### src/rtl/pcm_frame_unpacker_if.sv
// Receive byte-stream bundle from the Ethernet RX block into the PCM frame unpacker.
// The RX block drives it through the master modport; the unpacker samples it through the slave modport.
interface pcm_frame_unpacker_if;
  logic       rx_valid;
  logic [7:0] rx_data;
  logic       rx_sof;
  logic       rx_eof;
  logic       rx_err;

  modport master (output rx_valid, rx_data, rx_sof, rx_eof, rx_err);
  modport slave  (input  rx_valid, rx_data, rx_sof, rx_eof, rx_err);
endinterface

### src/rtl/pcm_frame_unpacker.sv
// Strips the Ethernet header, packs payload into stereo 16-bit pairs, commits whole frames into a FIFO and plays one pair per pcm_en.
// Optional statistics counters are enabled with `define PCM_UNPACK_STATS_EN.
module pcm_frame_unpacker #(
  parameter int HDR_LEN = 14,
  parameter int PAIRS   = 28,
  parameter int FIFO_AW = 6
) (
  input  logic                      i_clk,
  input  logic                      i_rst_n,
  pcm_frame_unpacker_if.slave       rx,
  input  logic                      i_pcm_en,
  output logic signed [15:0]        o_pcm_left,
  output logic signed [15:0]        o_pcm_right,
  output logic        [FIFO_AW:0]   o_fifo_level,
  output logic                      o_frame_ok,
  output logic                      o_underrun,
  output logic        [15:0]        o_cnt_drop,
  output logic        [15:0]        o_cnt_underrun
);

  localparam int DEPTH = 2 ** FIFO_AW;
  localparam int HW    = $clog2(HDR_LEN + 1);
  localparam int PW    = $clog2(PAIRS + 1);
  // A new frame fits only if the committed level leaves room for a full frame.
  localparam logic [FIFO_AW:0] LVL_MAX = (FIFO_AW+1)'(DEPTH - PAIRS);

  typedef enum logic [2:0] {IDLE, HDR, PAY, TAIL, DROP} state_t;

  state_t             r_state;
  logic [HW-1:0]      r_byte_cnt;
  logic [PW-1:0]      r_pair_cnt;
  logic [1:0]         r_bsel;
  logic [FIFO_AW:0]   r_wr_ptr;
  logic [FIFO_AW:0]   r_wr_sh;
  logic [FIFO_AW:0]   r_rd_ptr;
  logic               r_frame_ok;
  logic               r_underrun;
  logic               r_have;
  logic [23:0]        r_asm;
  logic [31:0]        r_rd_q;
  logic [31:0]        r_mem [DEPTH];

  logic [FIFO_AW:0]   w_level;
  logic               w_pop;
  logic               w_pay_byte;
  logic               w_we;
  logic [31:0]        w_wdata;

  assign w_level    = r_wr_ptr - r_rd_ptr;
  assign w_pop      = i_pcm_en && (w_level != '0);
  assign w_pay_byte = (r_state == PAY) && rx.rx_valid && !rx.rx_sof && !rx.rx_eof;
  assign w_we       = w_pay_byte && (r_bsel == 2'd3);
  assign w_wdata    = {rx.rx_data, r_asm[23:16], r_asm[15:0]};

  // Frame parser FSM and FIFO pointers
  always_ff @(posedge i_clk or negedge i_rst_n) begin
    if (!i_rst_n) begin
      r_state    <= IDLE;
      r_byte_cnt <= '0;
      r_pair_cnt <= '0;
      r_bsel     <= '0;
      r_wr_ptr   <= '0;
      r_wr_sh    <= '0;
      r_rd_ptr   <= '0;
      r_frame_ok <= 1'b0;
      r_underrun <= 1'b0;
      r_have     <= 1'b0;
    end else begin
      r_frame_ok <= 1'b0;
      r_underrun <= i_pcm_en && (w_level == '0);
      if (w_pop) begin
        r_rd_ptr <= r_rd_ptr + 1'b1;
        r_have   <= 1'b1;
      end
      if (rx.rx_sof) begin
        // Any frame in flight is abandoned; the sof byte is header byte 0 of the new one.
        r_wr_sh    <= r_wr_ptr;
        r_pair_cnt <= '0;
        r_bsel     <= '0;
        r_byte_cnt <= HW'(1);
        r_state    <= (w_level <= LVL_MAX) ? HDR : DROP;
      end else if (rx.rx_eof) begin
        if (r_state == TAIL && !rx.rx_err) begin
          r_wr_ptr   <= r_wr_sh;
          r_frame_ok <= 1'b1;
        end else begin
          r_wr_sh <= r_wr_ptr;
        end
        r_state <= IDLE;
      end else if (rx.rx_valid) begin
        case (r_state)
          HDR: begin
            r_byte_cnt <= r_byte_cnt + HW'(1);
            if (r_byte_cnt == HW'(HDR_LEN - 1)) r_state <= PAY;
          end
          PAY: begin
            r_bsel <= r_bsel + 2'd1;
            if (r_bsel == 2'd3) begin
              r_wr_sh    <= r_wr_sh + 1'b1;
              r_pair_cnt <= r_pair_cnt + PW'(1);
              if (r_pair_cnt == PW'(PAIRS - 1)) r_state <= TAIL;
            end
          end
          default: ;
        endcase
      end
    end
  end

  // Sample assembly and RAM access (no reset on data)
  always_ff @(posedge i_clk) begin
    if (w_pay_byte) begin
      case (r_bsel)
        2'd0:    r_asm[7:0]   <= rx.rx_data;
        2'd1:    r_asm[15:8]  <= rx.rx_data;
        2'd2:    r_asm[23:16] <= rx.rx_data;
        default: ;
      endcase
    end
    if (w_we)  r_mem[r_wr_sh[FIFO_AW-1:0]] <= w_wdata;
    if (w_pop) r_rd_q <= r_mem[r_rd_ptr[FIFO_AW-1:0]];
  end

  assign o_pcm_left   = r_have ? r_rd_q[15:0]  : '0;
  assign o_pcm_right  = r_have ? r_rd_q[31:16] : '0;
  assign o_fifo_level = w_level;
  assign o_frame_ok   = r_frame_ok;
  assign o_underrun   = r_underrun;

`ifdef PCM_UNPACK_STATS_EN
  function automatic logic [15:0] sat_inc(input logic [15:0] v);
    return (v == 16'hFFFF) ? v : v + 16'd1;
  endfunction

  logic        w_drop;
  logic [15:0] r_cnt_drop;
  logic [15:0] r_cnt_underrun;

  assign w_drop = (r_state != IDLE) &&
                  (rx.rx_sof || (rx.rx_eof && !(r_state == TAIL && !rx.rx_err)));

  always_ff @(posedge i_clk or negedge i_rst_n) begin
    if (!i_rst_n) begin
      r_cnt_drop     <= '0;
      r_cnt_underrun <= '0;
    end else begin
      if (w_drop) r_cnt_drop <= sat_inc(r_cnt_drop);
      if (i_pcm_en && (w_level == '0)) r_cnt_underrun <= sat_inc(r_cnt_underrun);
    end
  end

  assign o_cnt_drop     = r_cnt_drop;
  assign o_cnt_underrun = r_cnt_underrun;
`else
  assign o_cnt_drop     = '0;
  assign o_cnt_underrun = '0;
`endif

endmodule
### src/flat_wrapper.sv
// flat-port wrapper written by rule: the top's interface ports become plain ports
module pcm_frame_unpacker_flat 
#(
  parameter int HDR_LEN = 14,
  parameter int PAIRS   = 28,
  parameter int FIFO_AW = 6
)
  (i_clk, i_rst_n, i_pcm_en, o_pcm_left, o_pcm_right, o_fifo_level, o_frame_ok, o_underrun, o_cnt_drop, o_cnt_underrun, rx_rx_valid, rx_rx_data, rx_rx_sof, rx_rx_eof, rx_rx_err);
  pcm_frame_unpacker_if rx_i ();
  input  logic i_clk;
  input  logic i_rst_n;
  input  logic i_pcm_en;
  output logic signed [15:0] o_pcm_left;
  output logic signed [15:0] o_pcm_right;
  output logic        [FIFO_AW:0] o_fifo_level;
  output logic o_frame_ok;
  output logic o_underrun;
  output logic        [15:0] o_cnt_drop;
  output logic        [15:0] o_cnt_underrun;
  input wire logic [$bits(rx_i.rx_valid)-1:0] rx_rx_valid;
  input wire logic [$bits(rx_i.rx_data)-1:0] rx_rx_data;
  input wire logic [$bits(rx_i.rx_sof)-1:0] rx_rx_sof;
  input wire logic [$bits(rx_i.rx_eof)-1:0] rx_rx_eof;
  input wire logic [$bits(rx_i.rx_err)-1:0] rx_rx_err;
  assign rx_i.rx_valid = rx_rx_valid;
  assign rx_i.rx_data = rx_rx_data;
  assign rx_i.rx_sof = rx_rx_sof;
  assign rx_i.rx_eof = rx_rx_eof;
  assign rx_i.rx_err = rx_rx_err;
  pcm_frame_unpacker #(.HDR_LEN(HDR_LEN), .PAIRS(PAIRS), .FIFO_AW(FIFO_AW)) u_core (.i_clk(i_clk), .i_rst_n(i_rst_n), .rx(rx_i), .i_pcm_en(i_pcm_en), .o_pcm_left(o_pcm_left), .o_pcm_right(o_pcm_right), .o_fifo_level(o_fifo_level), .o_frame_ok(o_frame_ok), .o_underrun(o_underrun), .o_cnt_drop(o_cnt_drop), .o_cnt_underrun(o_cnt_underrun));
endmodule
### config.mk
export PLATFORM = sky130hd
export DESIGN_NAME = pcm_frame_unpacker_flat
export DESIGN_NICKNAME = d
export VERILOG_FILES = /design/src/rtl/pcm_frame_unpacker_if.sv /design/src/rtl/pcm_frame_unpacker.sv /design/src/flat_wrapper.sv
export SDC_FILE = /design/constraint.sdc
export NUM_CORES = 2
export LEC_CHECK = 0
export BUFFER_PORTS_ARGS = -buffer_cell sky130_fd_sc_hd__clkbuf_2
export CORE_UTILIZATION = 60
export DETAILED_ROUTE_END_ITERATION = 6
export PLACE_DENSITY = 0.79
export SYNTH_ARGS = -nofsm -noshare
export SYNTH_HDL_FRONTEND = slang
export SYNTH_SLANG_ARGS = --single-unit
### constraint.sdc
create_clock -name i_clk -period 6.9 [get_ports i_clk]
set_input_delay 0.345 -clock i_clk [delete_from_list [all_inputs] [get_ports i_clk]]
set_output_delay 0.345 -clock i_clk [all_outputs]
set_load 0.1 [all_outputs]
==> flow_summary_export.csv <==
group,metric,value,unit
timing,fin_setup_tns,0,ns
timing,period_needed,4.92,ns
die,dieArea,0.139,mm^2
cells_and_area,finalNetCount,3911,
synthesis,ys_top_cells_by_area,"edfxtp_1, mux4_2, nand2_1, dfrtp_1, buf_4",
synthesis,async_reset_ff_share,1.77,%
synthesis,synthesis.area,0.0824,mm^2
pwr,pwr-share-seq,41.4,%
pwr,p_leak,28.8,nW
timing,fin_hold_ws,0.0756,ns
die,die_w,373,um
place,gp_congestion,0.853,
timing,worst_clock_skew,0.0380,ns
worst_setup_path,r2r-start,"u_core.r_rd_ptr[2]$_DFFE_PN0P_",
worst_setup_path,critical_path_class,"reg2reg",
run,maxCapViolCount,0,
synthesis,synth_cells,3695,
worst_setup_path,worstPathMaxFanout,46,
synthesis,synth_top_area_share,76.7,%
synthesis,yosysMostFrequentCell,"edfxtp_1",
grt,grt_pass1_wl,308,mm
drt,wire_per_inst,37.3,um
grt,grt_max_degree,136,
drt,drtIter0Drc,7133,
drt,drcViolationCount,0,
drt,num_vias,41768,
grt,grt_pass1_vias,42321,
worst_hold_path,worstHoldEndpoint,"u_core.r_state[1]$_DFFE_PN0P_",
timing,period_share,71.4,%
synthesis,synth_flop_cell,"edfxtp_1",
synthesis,synth_seq_area_share,77.8,%
worst_hold_path,hold_path_depth,4,
synthesis,synth_edf_count,2104,
synthesis,yosysTopAreaCell,"edfxtp_1",
clock_network,cts_max_level,4,
drt,detail-route-antenna-nets,0,
clock_network,cts-root-buf,"clkbuf_16",
synthesis,yosys-top-cells-count,"edfxtp_1, mux4_2, nand2_1",
clock_network,cts_buffers,194,
timing,finalSetupViolCount,0,
worst_setup_path,cp_data_required_time,7.41,ns
pwr,power_frac_comb,28.6,%
clock_network,cts_setup_buffers,0,
synthesis,synth_seq_cells,2142,
grt,grt_overflow,0,
pwr,power.switching,11.0,mW
clock_network,clock-sinks,2142,
worst_setup_path,worstSetupEndpointType,"flop",
timing,relSlewSlack,8.18,%
cells_and_area,multi_input_area,0.0176,mm^2
cells_and_area,seqCellArea,0.0641,mm^2
cells_and_area,drive_gt1_share,27.5,%
clock_network,clk_latency,0.84,ns
pwr,ir_drop,0.000361,V
timing,fmax,203,MHz
worst_setup_path,startpoint,"u_core.r_rd_ptr[2]$_DFFE_PN0P_",
die,io_pins,88,
synthesis,ys_types,51,
pwr,p_int,24.3,mW
worst_setup_path,r2r_slack,1.98,ns
die,die_y,373,um
clock_network,cts.reportedPaths.clkPinSlew,0.06,ns
timing,worst_pin_slew,1.37,ns
synthesis,yosysWarnings,0,
drt,firstDrtPassIters,5,
worst_setup_path,startpoint_type,"flop",
pwr,power_density,385,mW/mm^2
place,place.detailed.hpwl,105,mm
timing,hold_viol,0,
clock_network,cts_tree,"built",
worst_hold_path,holdCritStartpoint,"rx_rx_valid",
die,core,0.136,mm^2
place,portBuffers,55,
worst_hold_path,min_path_type,"in2reg",
worst_setup_path,r2r_cells,10,
clock_network,cts_buffer_depth,3,
pwr,swShare,31.1,%
die,row_count,135,
grt,grt_use_total,31.6,%
synthesis,avgSynthCellArea,22.3,um^2
cells_and_area,synthToLayoutAreaGrowth,11.1,%
die,start_util,60.7,%
drt,wirelength,217,mm
pwr,finalPower,35.3,mW
grt,antenna_found_initial,12,
cells_and_area,fillerInstances,7780,
worst_setup_path,reg2reg_to,"u_core.r_rd_q[6]$_DFFE_PP_",
drt,vias_per_cell,7.18,
worst_setup_path,worstPathArrival,5.43,ns
outcome,outcome,"completed",
timing,rsz0062_at_grt,"no",
pwr,pwr-share-clk,30.1,%
timing,report.final.slew_viol_count,0,
clock_network,cts_resized,0,
cells_and_area,final_util,67.4,%
state kept, by name, summed over array words and instances, names as in the netlist, 2 cells and up:
signal	flops
u_core.r_wr_ptr	7
u_core.r_pair_cnt	5
u_core.r_asm	24
u_core.r_rd_q	32
u_core.r_state	3
u_core.r_mem	2048
u_core.r_bsel	2
u_core.r_byte_cnt	4
u_core.r_wr_sh	7
u_core.r_rd_ptr	7
cells by family (layout without fill, tap and decap cells):
kind of cell / Yosys count / count (layout) / share of synthesized area [%]
other: 1 / 34 / 0.00455
and+or+nand+nor: 493 / 493 / 2.57
adders and majority gates: 16 / 16 / 0.252
muxes: 597 / 597 / 16.1
buffers and inverters: 248 / 560 / 1.56
xor gates and xnor gates: 19 / 19 / 0.202
DFF: 2142 / 2142 / 77.8
AOI/OAI and AO/OA: 179 / 179 / 1.47
stage by stage:
stage / std cells / setup slack, ns / area, um^2
final: 5821 / 1.98 / 91600
after global routing: 5819 / 1.97 / 91600
after global placement: 5460 / 2.53 / 85400
after floorplan: 3726 / 1.39 / 82500
after detailed placement: 5460 / 2.53 / 85400
after CTS: 5819 / 2.22 / 91600
cell type report:
type                       instances  share of cell area (%)
clock inverter                   106                    1.02
clock buffer                     248                    5.68
timing repair buffer             185                    1.49
inverter                          21                  0.0943
sequential                      2142                    70.0
antenna                            2                 0.00546
multi-input combinational       1336                    19.2
tap                             1781                    2.43
cell usage in the layout (no fill, tap or decap), types with 13 or more instances in the layout:
cell,netlist,layout
bufinv_16,0,15
ha_1,15,15
a31oi_1,15,15
inv_1,19,17
buf_4,55,117
conb_1,1,32
clkinv_2,0,30
and2_1,36,36
clkinv_1,2,51
mux4_2,584,584
a22oi_1,15,15
nand3_1,38,38
dfrtp_1,38,33
a32oi_1,17,17
a21oi_1,62,62
edfxtp_1,2104,2104
nor2_1,99,31
and3_1,14,14
clkbuf_16,0,201
nand2_1,269,269
o21ai_0,17,17
clkbuf_1,84,47
a221o_1,13,13
nor2_4,0,66
clkbuf_2,0,55
power groups by stage:
stage	Clock (mW)	Sequential, mW	Combinational, mW
2_1_floorplan	0	14.6	7.52
3_3_place_gp	0	14.9	9.68
3_5_place_dp	0	14.9	9.79
4_1_cts	10.7	14.6	10.0
5_1_grt	11.1	14.6	10.5
6_report	10.6	14.6	10.1
layer usage:
| layer | track usage (%) | wire length, um | up-vias |
|---|---|---|---|
| met4 | 14.9 | 11500 | 10 |
| met5 | 0 | 56 | - |
| met1 | 42.2 | 73300 | 21686 |
| li1 | - | - | 15753 |
| met3 | 7.29 | 27400 | 704 |
| met2 | 50.0 | 105000 | 3615 |
how the worst max path moves through the flow:
stage / slack, ns / to
floorplan: 1.39 / u_core.r_rd_q[0]$_DFFE_PP_
global placement: 2.53 / u_core.r_rd_q[29]$_DFFE_PP_
detailed placement: 2.53 / u_core.r_rd_q[9]$_DFFE_PP_
CTS: 2.22 / u_core.r_rd_q[20]$_DFFE_PP_
global route: 1.97 / u_core.r_rd_q[10]$_DFFE_PP_
finish: 1.98 / u_core.r_rd_q[6]$_DFFE_PP_
worst max-delay path, stage by stage (launching register included):
cell and delay, ns:
dfrtp_4 0.95, inv_2 0.45, ha_1 0.48, a211oi_1 0.45
nor2_1 0.11, xor2_1 0.21, nor4_1 0.41, and3_1 0.36
nand2b_1 0.24, clkinv_1 0.40, buf_4 0.45
what timing repair did:
item                                    in CTS  in global routing
endpoints found under the setup margin       0                  0
hold buffers                                 5                  0
hold endpoints to repair                    57                  0
(Power assumes the default switching activity.)
